**src/rtl/mips_pkg.sv**
```systemverilog
// rtl/mips_pkg.sv - shared MIPS front-end types and constants for the fetch/decode buffer
package mips_pkg;

    localparam int XLEN = 32;
    localparam logic [XLEN-1:0] NOP_INSTR = 32'h0000_0000;

    typedef struct packed {
        logic [XLEN-1:0] pc;
        logic [XLEN-1:0] instr;
    } fdb_entry_t;

    typedef enum logic [1:0] {
        FDB_EMPTY,
        FDB_PARTIAL,
        FDB_FULL
    } fdb_state_e;

endpackage

```
**src/rtl/fdb_mem.sv**
```systemverilog
// rtl/fdb_mem.sv - DEPTH x fdb_entry_t register array, one sync write port, one async read port
module fdb_mem
    import mips_pkg::*;
#(
    parameter int DEPTH = 2,
    localparam int AW   = $clog2(DEPTH)
) (
    input  logic            i_clk,
    input  logic            i_rst,
    input  logic            i_wr_en,
    input  logic [AW-1:0]   i_wr_addr,
    input  fdb_entry_t      i_wr_data,
    input  logic [AW-1:0]   i_rd_addr,
    output fdb_entry_t      o_rd_data
);

    fdb_entry_t r_mem [DEPTH];

    always_ff @(posedge i_clk) begin
        if (i_rst) begin
            for (int i = 0; i < DEPTH; i++) begin
                r_mem[i] <= '0;
            end
        end else if (i_wr_en) begin
            r_mem[i_wr_addr] <= i_wr_data;
        end
    end

    assign o_rd_data = r_mem[i_rd_addr];

endmodule

```
**src/rtl/fetch_decode_buffer.sv**
```systemverilog
// rtl/fetch_decode_buffer.sv - in-order fetch-to-decode queue with flush and NOP fill
// Optional FDB_BYPASS_EN: zero-latency pass-through of fetch data while the queue is empty.
module fetch_decode_buffer #(
    parameter int              DEPTH     = 2,
    parameter int              XLEN      = 32,
    parameter logic [XLEN-1:0] NOP_INSTR = 32'h0000_0000
) (
    input  logic            i_clk,
    input  logic            i_rst,
    input  logic            i_fetch_valid,
    input  logic [XLEN-1:0] i_fetch_pc,
    input  logic [XLEN-1:0] i_fetch_instr,
    output logic            o_fetch_ready,
    input  logic            i_flush,
    output logic            o_dec_valid,
    output logic [XLEN-1:0] o_dec_pc,
    output logic [XLEN-1:0] o_dec_pc4,
    output logic [XLEN-1:0] o_dec_instr,
    input  logic            i_dec_ready
);
    import mips_pkg::*;

    localparam int AW = $clog2(DEPTH);
    localparam int CW = AW + 1;

    fdb_state_e      r_state;
    logic [CW-1:0]   r_count;
    logic [AW-1:0]   r_wr_ptr;
    logic [AW-1:0]   r_rd_ptr;

    logic            w_empty;
    logic            w_full;
    logic            w_bypass_show;
    logic            w_bypass_take;
    logic            w_push;
    logic            w_pop;
    logic [CW-1:0]   w_count_nxt;
    fdb_entry_t      w_wr_entry;
    fdb_entry_t      w_rd_entry;

    assign w_empty = (r_state == FDB_EMPTY);
    assign w_full  = (r_state == FDB_FULL);

    // Ready looks only at registered occupancy so fetch never sees a path from decode.
    assign o_fetch_ready = !w_full && !i_rst;

`ifdef FDB_BYPASS_EN
    assign w_bypass_show = w_empty && i_fetch_valid && !i_flush && !i_rst;
    assign w_bypass_take = w_bypass_show && i_dec_ready;
`else
    assign w_bypass_show = 1'b0;
    assign w_bypass_take = 1'b0;
`endif

    assign o_dec_valid = (!w_empty || w_bypass_show) && !i_flush && !i_rst;

    // A bypassed word is consumed directly, so it neither enters nor leaves storage.
    assign w_push = i_fetch_valid && o_fetch_ready && !i_flush && !w_bypass_take;
    assign w_pop  = o_dec_valid && i_dec_ready && !w_bypass_take;

    assign w_wr_entry.pc    = i_fetch_pc;
    assign w_wr_entry.instr = i_fetch_instr;

    fdb_mem #(
        .DEPTH (DEPTH)
    ) u_mem (
        .i_clk     (i_clk),
        .i_rst     (i_rst),
        .i_wr_en   (w_push),
        .i_wr_addr (r_wr_ptr),
        .i_wr_data (w_wr_entry),
        .i_rd_addr (r_rd_ptr),
        .o_rd_data (w_rd_entry)
    );

    always_comb begin
        o_dec_pc    = '0;
        o_dec_instr = NOP_INSTR;
        if (o_dec_valid) begin
            if (w_bypass_show) begin
                o_dec_pc    = i_fetch_pc;
                o_dec_instr = i_fetch_instr;
            end else begin
                o_dec_pc    = w_rd_entry.pc;
                o_dec_instr = w_rd_entry.instr;
            end
        end
    end

    assign o_dec_pc4 = o_dec_pc + XLEN'(4);

    always_comb begin
        w_count_nxt = r_count;
        if (w_push && !w_pop) begin
            w_count_nxt = r_count + CW'(1);
        end else if (w_pop && !w_push) begin
            w_count_nxt = r_count - CW'(1);
        end
    end

    always_ff @(posedge i_clk) begin
        if (i_rst || i_flush) begin
            r_state  <= FDB_EMPTY;
            r_count  <= '0;
            r_wr_ptr <= '0;
            r_rd_ptr <= '0;
        end else begin
            r_count <= w_count_nxt;
            if (w_push) begin
                r_wr_ptr <= r_wr_ptr + AW'(1);
            end
            if (w_pop) begin
                r_rd_ptr <= r_rd_ptr + AW'(1);
            end
            if (w_count_nxt == '0) begin
                r_state <= FDB_EMPTY;
            end else if (w_count_nxt == CW'(DEPTH)) begin
                r_state <= FDB_FULL;
            end else begin
                r_state <= FDB_PARTIAL;
            end
        end
    end

endmodule
```
**config.mk**
```make
export PLATFORM = sky130hd
export DESIGN_NAME = fetch_decode_buffer
export DESIGN_NICKNAME = d
export VERILOG_FILES = /design/src/rtl/mips_pkg.sv /design/src/rtl/fdb_mem.sv /design/src/rtl/fetch_decode_buffer.sv
export SDC_FILE = /design/constraint.sdc
export NUM_CORES = 1
export LEC_CHECK = 0
export ABC_CLOCK_PERIOD_IN_PS = 7800
export BUFFER_PORTS_ARGS = -buffer_cell sky130_fd_sc_hd__buf_4
export CELL_PAD_IN_SITES_DETAIL_PLACEMENT = 0
export CELL_PAD_IN_SITES_GLOBAL_PLACEMENT = 1
export CORE_MARGIN = 2
export CORE_UTILIZATION = 46
export CTS_CLUSTER_DIAMETER = 80
export DETAILED_ROUTE_END_ITERATION = 12
export HOLD_SLACK_MARGIN = 0.05
export PLACE_DENSITY_LB_ADDON = 0.05
export SYNTH_ARGS = -nofsm -noshare
export SYNTH_HDL_FRONTEND = slang
export SYNTH_SLANG_ARGS = --single-unit
```
**constraint.sdc**
```tcl
create_clock -name i_clk -period 7.8 [get_ports i_clk]
set_clock_uncertainty 0.2 [all_clocks]
set_input_delay 1.56 -clock i_clk [delete_from_list [all_inputs] [get_ports i_clk]]
set_output_delay 1.56 -clock i_clk [all_outputs]
set_load 0.005 [all_outputs]
```
==> results of run 1 <==
flip-flops by register name, indices dropped and copies added (netlist names), named ones only:
register / count
r_count: 2
r_rd_ptr: 1
r_wr_ptr: 1
u_mem.r_mem: 128
r_state: 2
cells in the mapped netlist (3+ instances only):
| cell | instances |
|---|---|
| xor2_1 | 20 |
| mux2i_1 | 60 |
| xnor2_1 | 11 |
| buf_2 | 3 |
| nand2_1 | 9 |
| dfxtp_1 | 7 |
| a2111oi_4 | 3 |
| clkbuf_1 | 30 |
| buf_6 | 4 |
| inv_1 | 3 |
| and2_1 | 68 |
| nor3b_2 | 3 |
| and3_1 | 65 |
| edfxtp_1 | 128 |
| nor3_1 | 7 |
| nand3b_1 | 10 |
| a21oi_1 | 6 |
| a21o_1 | 3 |
| nor4_1 | 3 |
| buf_4 | 5 |
| nand3_1 | 9 |
| nand4_1 | 5 |
| nand2b_1 | 4 |
| nor2_1 | 79 |
area by class of cell:
cell class | count | area share [%]
multi-input combinational | 397 | 31.5
clock buffer | 18 | 4.81
sequential | 135 | 44.7
tap | 188 | 2.64
timing repair buffer | 172 | 14.5
clock inverter | 13 | 1.77
inverter | 3 | 0.126
metal layers:
layer	GRT usage, %	vias up	part of all wire, %
met3	4.86	11	6.0
met2	33.8	151	48
met1	26.1	2368	45
met5	0	-	0
met4	5.04	0	0.78
li1	-	2370	-
through the flow:
step                setup slack [ns]  std cells  power [W]
finish                          2.25        926    0.00174
global placement                2.33        895   0.000958
detailed placement              2.23        895   0.000962
global route                    2.05        926    0.00179
floorplan                       2.43        578   0.000907
CTS                             2.23        926    0.00175
final timing paths:
path              start                  to
min reg2reg    r_rd_ptr                flop
max reg2reg  r_state[0]  u_mem.r_mem[1][38]
max               i_rst       o_dec_pc4[22]
min            r_rd_ptr                flop
kinds of logic (layout without fill, tap and decap cells):
| kind of cell | count (synthesis) | count (layout) | synth area share (%) |
|---|---|---|---|
| buffers and inverters | 46 | 206 | 3.45 |
| AOI/OAI and AO/OA | 21 | 21 | 3.07 |
| DFF | 135 | 135 | 56.9 |
| and+or+nand+nor | 282 | 282 | 23.6 |
| adders and majority gates | 1 | 1 | 0.179 |
| xor gates and xnor gates | 31 | 31 | 3.88 |
| muxes | 62 | 62 | 8.90 |
worst max-delay path, cell delays in order:
cell,delay [ns]
buf_4,0.13
or2_1,0.54
a2111oi_4,0.63
nand4_4,0.27
nor4b_2,0.35
xor2_1,0.17
buf_4,0.13
power breakdown:
group | switching (W) | leakage [nW] | internal [W]
Sequential | 0.0000139 | 1.38 | 0.000830
Clock | 0.000291 | 0.278 | 0.000498
Combinational | 0.0000582 | 2.04 | 0.0000439
Total | 0.000363 | 3.69 | 0.00137
==> reports/results.txt, run 1 <==
Maximum VDD drop - 0.116 mV
Resize count post-CTS - 0
Reg-to-reg slack, setup - 5.08 ns
Lkg Pwr - 3.69 nW
Most frequent cells in the layout - 172 x buf_4, 128 x edfxtp_1, 79 x nor2_1, 68 x and2_1, 64 x and3_1
Tot GR Track Use - 20.0%
Worst skew pair latency - 0.40 ns
Die W - 127 µm
Worst min path class - reg2reg
H-tree Lvls - 4
First-pass GRT wire length - 25300 µm
Post-synth top area cell - edfxtp_1
Synth Cell Area - 7000 µm²
TritonCTS Sinks - 135
Slew Limit Headroom - 34.9%
Worst setup path class - in2out
Fin. max-slew vios - 0
Worst reg-to-reg path cell count - 4
Grt ovf - 0
Post-CTS setup buffer count - 0
Most common cell after layout, fill and taps aside - buf_4
Core box area - 15000 µm²
Syn Nets - 648
Max Root-Sink Buffers - 2
WL final - 16100 µm
IO buf count - 166
Async SR Flop Fraction - 0%
CTS tree - built
Vias in the first global route - 4885
Initial antenna violation count - 0
RSZ-0062 raised after global routing - false
Post-Layout Inst Area - 8920 µm²
Remaining DRCs - 0
Root Driver - clkbuf_16
Setup TNS Final - 0 ns
Register area share after synthesis - 56.9%
Final nets - 796
YS warnings - 0
WHS - 0.304 ns
Vias/cell - 5.29
Final worst path period need - 5.55 ns
Die height - 127 µm
Gate Count Post-Synth - 578
Fraction of final layout cells with drive strength greater than 1 - 31.3%
Max cap viols - 0
Cell row count - 45
Starting DRT DRC Count - 270
Final hold vios - 0
Starting Density - 46.6%
Total clock buffers created by CTS - 17
Detail Route Antenna Nets - 0
Setup crit start kind - primary input
Max Clk Rate - 0.180 GHz
Clock transition at path regs - 0.05 ns
Drt pass-1 iters - 5
Critical Path Fanout Max - 17
Worst EP arrival - 3.79 ns
DIE AREA - 16200 µm²
Critical Path End Type - output port
Post-synthesis cell type count - 50
Hold path depth - 2
ANT cells - 0
GPL Wtd Cong - 0.785
Layout overhead on the synthesized area - 27.4%
Worst Max-Slew Pin Slew - 0.977 ns
Fin crit share - 71.2%
Fillers - 1254
Synth top area cells - edfxtp_1 55%, mux2i_1 8.6%, and2_1 6.1%
Status - finished clean
Final setup viols - 0
I/O Pins - 167
Pin count of the biggest net entering global routing - 70
Area of the multi-input gates - 2810 µm²
Hpwl dp - 10100 µm
Synth top area share - 54.9%
Seq cells post-synth - 135
Syn_area_per_cell - 12.1 µm²
DR vias - 4900
Worst path required time - 6.04 ns
Post-cts hold buffer count - 0
Synth Flop Type - edfxtp_1
DP Area - 8330 µm²
Sequential Area - 3990 µm²
Number of synthesized flops with an enable pin - 128
PD cells - 195 nW/µm²
DR WL/cell - 17.4 µm
Final core utilization - 59.3%
No activity file was read; power rests on OpenSTA's default activity.
==> run 2, diff against run 1 <==
ABC_CLOCK_PERIOD_IN_PS = 5300   (was 7800)
CORE_UTILIZATION = 43   (was 46)
clock period = 5.3 ns   (was 7.8 ns; I/O delays follow)
==> run 2 against run 1 <==
  * First-iteration DRC count shrank 28%
  * Critical path depth grew 1
  * Non-clock buffer count grew 1
  * Worst hold slack gained 0.0015 ns
  * Power grew 48%
  * Sequential cell count is the same
  * Count of clock-buffer cells in the layout grew 2
  * Register-to-register slack lost 2.5 ns
  * Sequential power grew 47%
  * Global-route usage shrank 1.0 points
  * Cell count grew 3.2%
  * Via count shrank 1.1%
==> reports/results.txt, run 2 (same netlist as run 1, synthesis figures left out) <==
Status - finished clean
Most frequent cells in the layout - 173 x buf_4, 128 x edfxtp_1, 79 x nor2_1, 68 x and2_1, 64 x and3_1
Gate power share - 5.9% (about the same)
Remaining DRCs - 0 (unchanged)
Die height - 132 µm (+3.3%)
Pin count of the biggest net entering global routing - 70 (unchanged)
Slew Limit Headroom - 34.5% (-0.35 points)
Resize count post-CTS - 0 (unchanged)
WHS - 0.306 ns (+0.00146 ns)
RSZ-0062 raised after global routing - false
Drt pass-1 iters - 5 (unchanged)
H-tree Lvls - 4 (unchanged)
Worst setup path class - in2out
Root Driver - clkbuf_16
Worst path required time - 4.04 ns (-2.00 ns)
Total chip power - 0.00258 W (+48%)
Starting DRT DRC Count - 194 (-28%)
Vias/cell - 5.07 (-4.2%)
Reg power frac - 48.2% (-0.4 points)
DR WL/cell - 17.0 µm (-2.5%)
Grt ovf - 0 (unchanged)
Maximum VDD drop - 0.153 mV (+33%)
Starting Density - 44.1% (-2.5 points)
Sw frac - 19.9% (-1.0 points)
Setup TNS Final - 0 ns (unchanged)
Cell row count - 46 (+2.2%)
Final worst path period need - 4.56 ns
PD cells - 287 nW/µm² (+48%)
DIE AREA - 17300 µm² (+6.8%)
Max cap viols - 0 (unchanged)
Total clock buffers created by CTS - 17 (unchanged)
Worst skew pair latency - 0.40 ns (about the same)
Final hold vios - 0 (unchanged)
ANT cells - 0 (unchanged)
Post-CTS setup buffer count - 0 (unchanged)
Post-cts hold buffer count - 0 (unchanged)
Worst Max-Slew Pin Slew - 0.982 ns (+0.00525 ns)
Worst EP arrival - 3.30 ns (-0.49 ns)
Hpwl dp - 10300 µm (+2.0%)
Core box area - 15900 µm² (+5.7%)
I/O Pins - 167 (unchanged)
Fraction of final layout cells with drive strength greater than 1 - 30.7% (-0.63 points)
Fin. max-slew vios - 0 (unchanged)
CTS tree - built
Initial antenna violation count - 0 (unchanged)
Critical Path Fanout Max - 13 (-4)
Final setup viols - 0 (unchanged)
Fillers - 1399 (+12%)
Max Clk Rate - 0.220 GHz
Fin crit share - 86.0%
Pint - 0.00206 W (+50%)
Most common cell after layout, fill and taps aside - buf_4
GPL Wtd Cong - 0.772 (-1.6%)
First-pass GRT wire length - 25900 µm (+2.6%)
Largest registers - u_mem.r_mem: 128 flops, r_count: 2 flops, r_state: 2 flops
Vias in the first global route - 4985 (+2.0%)
Clock transition at path regs - 0.05 ns (about the same)
Tot GR Track Use - 19.0% (-1.0 points)
Lkg Pwr - 3.71 nW (+0.40%)
Critical Path End Type - output port
Setup crit start kind - primary input
Layout overhead on the synthesized area - 28.1%
Final nets - 797 (+0.13%)
IO buf count - 166 (unchanged)
TritonCTS Sinks - 135 (unchanged)
Max FFs per register - 128 (unchanged)
Worst min path class - reg2reg
WL final - 16200 µm (+0.66%)
Clock share of power - 46.0% (+0.5 points)
Die W - 132 µm (+3.3%)
Max Root-Sink Buffers - 2 (unchanged)
NetSw - 0.000513 W (+41%)
Largest reg by FF count - u_mem.r_mem
DR vias - 4848 (-1.1%)
Detail Route Antenna Nets - 0 (unchanged)
-- run 2: changes by cell type in the layout (fill, tap and decap cells not counted), sizes merged --
cell / delta
clkinv: +1
bufinv: +1
clkinvlp: -3
clkbuf: +2
buf: +1
-- run 2: path summary, 6_finish.rpt --
| path | from | to | slack (ns) | cells after the start |
|---|---|---|---|---|
| max reg2reg | r_state[0] | u_mem.r_mem[1][27] | 2.62 | 4 |
| max | i_rst | o_dec_pc4[30] | 0.74 | 8 |
| min | r_rd_ptr | flop | 0.31 | 2 |
| min reg2reg | r_rd_ptr | flop | 0.31 | 2 |
-- run 2: cell type report --
cell class / count / area (µm²) / area share (%)
clock buffer: 20 / 437 / 4.87
sequential: 135 / 3990 / 44.5
multi-input combinational: 397 / 2810 / 31.3
timing repair buffer: 173 / 1300 / 14.5
tap: 216 / 270 / 3.01
clock inverter: 12 / 158 / 1.76
inverter: 3 / 11.3 / 0.126
-- run 2: per-stage QoR --
stage | utilization, % | cell area [µm²] | instances | setup slack, ns
2_1_floorplan | - | 7000 | 578 | 0.929
4_1_cts | 56.5 | 8970 | 956 | 0.755
5_1_grt | 56.5 | 8970 | 956 | 0.484
3_3_place_gp | 52.7 | 8380 | 924 | 0.802
6_report | 56.5 | 8970 | 956 | 0.745
3_5_place_dp | 52.7 | 8380 | 924 | 0.740
-- run 2: critical path: stages --
cell	delay (ns)
buf_4	0.13
or2_1	0.40
buf_4	0.26
a2111oi_4	0.53
nand4_4	0.27
nor3_1	0.33
xor2_1	0.18
buf_4	0.13
-- run 2: routing by layer --
layer  vias to the layer above  track usage (%)  part of all wire (%)
li1                       2370                -                     -
met1                      2286             24.0                    44
met5                         -                0                     0
met4                         0             6.76                   2.1
met2                       171             30.7                    47
met3                        21             5.86                   6.8
-- run 2: power by group through the flow --
stage               clock network [W]  logic [W]  registers, W
floorplan                           0  0.0000774       0.00126
global placement                    0   0.000151       0.00126
detailed placement                  0   0.000153       0.00126
CTS                           0.00120   0.000154       0.00124
global route                  0.00125   0.000167       0.00125
finish                        0.00118   0.000151       0.00124
==> run 3, diff against run 2 <==
PLACE_DENSITY_LB_ADDON = 0.1   (was 0.05)
==> run 3 against run 2 <==
  * Worst hold slack improved by 0.020 ns
  * Die area unchanged
  * Count of clock-buffer cells in the layout decreased by 3
  * Sequential share of layout area decreased by 0.16 points
  * Critical path type unchanged
  * Critical endpoint unchanged
  * Register-to-register slack got worse by 0.06 ns
  * Largest power group is now clock
  * Routed wire length increased by 3.7%
  * Non-clock buffer count decreased by 1
==> reports/results.txt, run 3 (same netlist as run 1, synthesis figures left out) <==
Worst reg-to-reg path cell count - 4 (unchanged)
Max Root-Sink Buffers - 2 (unchanged)
Max Clk Rate - 0.220 GHz (+0.40%)
Reg-to-reg slack, setup - 2.56 ns (-0.06 ns)
Vias in the first global route - 5121 (+2.7%)
Most frequent cells in the layout - 172 x buf_4, 128 x edfxtp_1, 79 x nor2_1, 68 x and2_1, 64 x and3_1
Setup TNS Final - 0 ns (unchanged)
TritonCTS Sinks - 135 (unchanged)
DR WL/cell - 17.6 µm (+3.8%)
Slew Limit Headroom - 14.4% (-20 points)
Reg2reg end - u_mem.r_mem[1][27]
First-pass GRT wire length - 27000 µm (+4.2%)
CP Cell Sequence - buf_4 -> or2_1 -> buf_4 -> a2111oi_4 -> nand4_4 -> nor3_1 -> xor2_1 -> buf_4
IO buf count - 166 (unchanged)
Fin. max-slew vios - 0 (unchanged)
Critical Path Fanout Max - 13 (unchanged)
Critical Path Max Stage Delay - 0.51 ns (-0.02 ns)
Final worst path period need - 4.54 ns (-0.0182 ns)
Die W - 132 µm (unchanged)
Final setup viols - 0 (unchanged)
Largest registers - u_mem.r_mem: 128 flops, r_count: 2 flops, r_state: 2 flops
CTS tree - built
Met2 Track Usage GR - 32.0% (+1.3 points)
Max cap viols - 0 (unchanged)
Clock transition at path regs - 0.05 ns (about the same)
Status - finished clean
Total chip power - 0.00266 W (+3.2%)
Starting Density - 44.1% (unchanged)
Post-route setup slack - 0.763 ns (+0.0182 ns)
Remaining DRCs - 0 (unchanged)
Starting DRT DRC Count - 293 (+51%)
Worst path required time - 4.04 ns (about the same)
CP Capture Point - o_dec_pc4[30]
Root Driver - clkbuf_16
PD cells - 295 nW/µm² (+2.9%)
Cell row count - 46 (unchanged)
Hpwl dp - 10500 µm (+2.2%)
H-tree Lvls - 4 (unchanged)
I/O Pins - 167 (unchanged)
Worst r2r src - r_state[0]
Drt pass-1 iters - 4 (-1)
Tot GR Track Use - 19.8% (+0.81 points)
Final nets - 796 (-0.13%)
Critical Path End Type - output port
Vias/cell - 5.16 (+1.8%)
CP Launch Point - i_rst
Pre-CTS setup slack - 0.744 ns (+0.00409 ns)
Detail Route Antenna Nets - 0 (unchanged)
Slowest cell on the critical path - a2111oi_4
Lkg Pwr - 3.72 nW (+0.28%)
RSZ-0062 raised after global routing - false
Max FFs per register - 128 (unchanged)
Post-cts hold buffer count - 0 (unchanged)
Initial antenna violation count - 0 (unchanged)
Most common cell after layout, fill and taps aside - buf_4
Largest reg by FF count - u_mem.r_mem
Setup crit start kind - primary input
GPL Wtd Cong - 0.779 (+0.85%)
Worst setup path class - in2out
Worst skew pair latency - 0.41 ns (about the same)
Total clock buffers created by CTS - 17 (unchanged)
Core box area - 15900 µm² (unchanged)
Worst EP arrival - 3.28 ns (-0.02 ns)
Fraction of final layout cells with drive strength greater than 1 - 31.3% (+0.58 points)
Layout overhead on the synthesized area - 28.6%
Die height - 132 µm (unchanged)
Resize count post-CTS - 0 (unchanged)
GR Util met1 - 25.3% (+1.3 points)
Final hold vios - 0 (unchanged)
WL final - 16800 µm (+3.7%)
Grt ovf - 0 (unchanged)
ANT cells - 0 (unchanged)
Maximum VDD drop - 0.192 mV (+26%)
Pin count of the biggest net entering global routing - 70 (unchanged)
Crit-path most repeated cell - buf_4
Post-CTS setup buffer count - 0 (unchanged)
DIE AREA - 17300 µm² (unchanged)
GR Util met3 - 5.59% (-0.27 points)
Fin crit share - 85.6% (-0.34 points)
Worst Max-Slew Pin Slew - 1.28 ns (+0.302 ns)
Worst min path class - reg2reg
DR vias - 4930 (+1.7%)
GR peak layer - met2
run 3: how the worst min path moves through the flow:
stage | startpoint | to | slack (ns) | cells past startpoint
6_report | r_rd_ptr | flop | 0.33 | 2
5_1_grt | r_rd_ptr | flop | 0.38 | 2
4_1_cts | r_rd_ptr | flop | 0.33 | 2
3_5_place_dp | r_rd_ptr | flop | 0.32 | 2
3_3_place_gp | r_rd_ptr | flop | 0.29 | 2
2_1_floorplan | r_rd_ptr | flop | 0.27 | 2
run 3: cell type report:
| class | count | area, µm² |
|---|---|---|
| Timing Repair Buffer | 172 | 1290 |
| Clock buffer | 17 | 425 |
| Tap cell | 216 | 270 |
| Multi-Input combinational cell | 397 | 2810 |
| Clock inverter | 15 | 209 |
| Inverter | 3 | 11.3 |
| Fill cell | 1368 | 6880 |
| Sequential cell | 135 | 3990 |
run 3: where the power goes:
part / internal (W) / switching [W] / total [W] / leakage (nW)
logic: 0.0000649 / 0.0000843 / 0.000149 / 2.03
clock network: 0.000827 / 0.000439 / 0.00127 / 0.303
registers: 0.00122 / 0.0000229 / 0.00124 / 1.38
run 3: critical path, delay by kind of cell:
family | cells | cell delay [ns]
buffers and inverters | 3 | 0.53
AO/OA/AOI/OAI | 1 | 0.51
XOR/XNOR | 1 | 0.17
AND/OR/NAND/NOR | 3 | 0.99
run 3: layer usage:
layer  share of wire (%)  wire length, µm  up-vias
met5                   0                0        -
met1                  45             7510     2392
met4                 1.6              267        0
li1                    -                -     2369
met3                 6.3             1060       17
met2                  47             7960      152
run 3: per-stage QoR:
step | std cells | instance area (µm²) | hold WS, ns | util [%]
after floorplan | 578 | 7000 | 0.272 | -
after global placement | 923 | 8370 | 0.285 | 52.7
after detailed placement | 923 | 8370 | 0.317 | 52.7
after CTS | 955 | 9000 | 0.329 | 56.7
after global routing | 955 | 9000 | 0.378 | 56.7
final | 955 | 9000 | 0.326 | 56.7
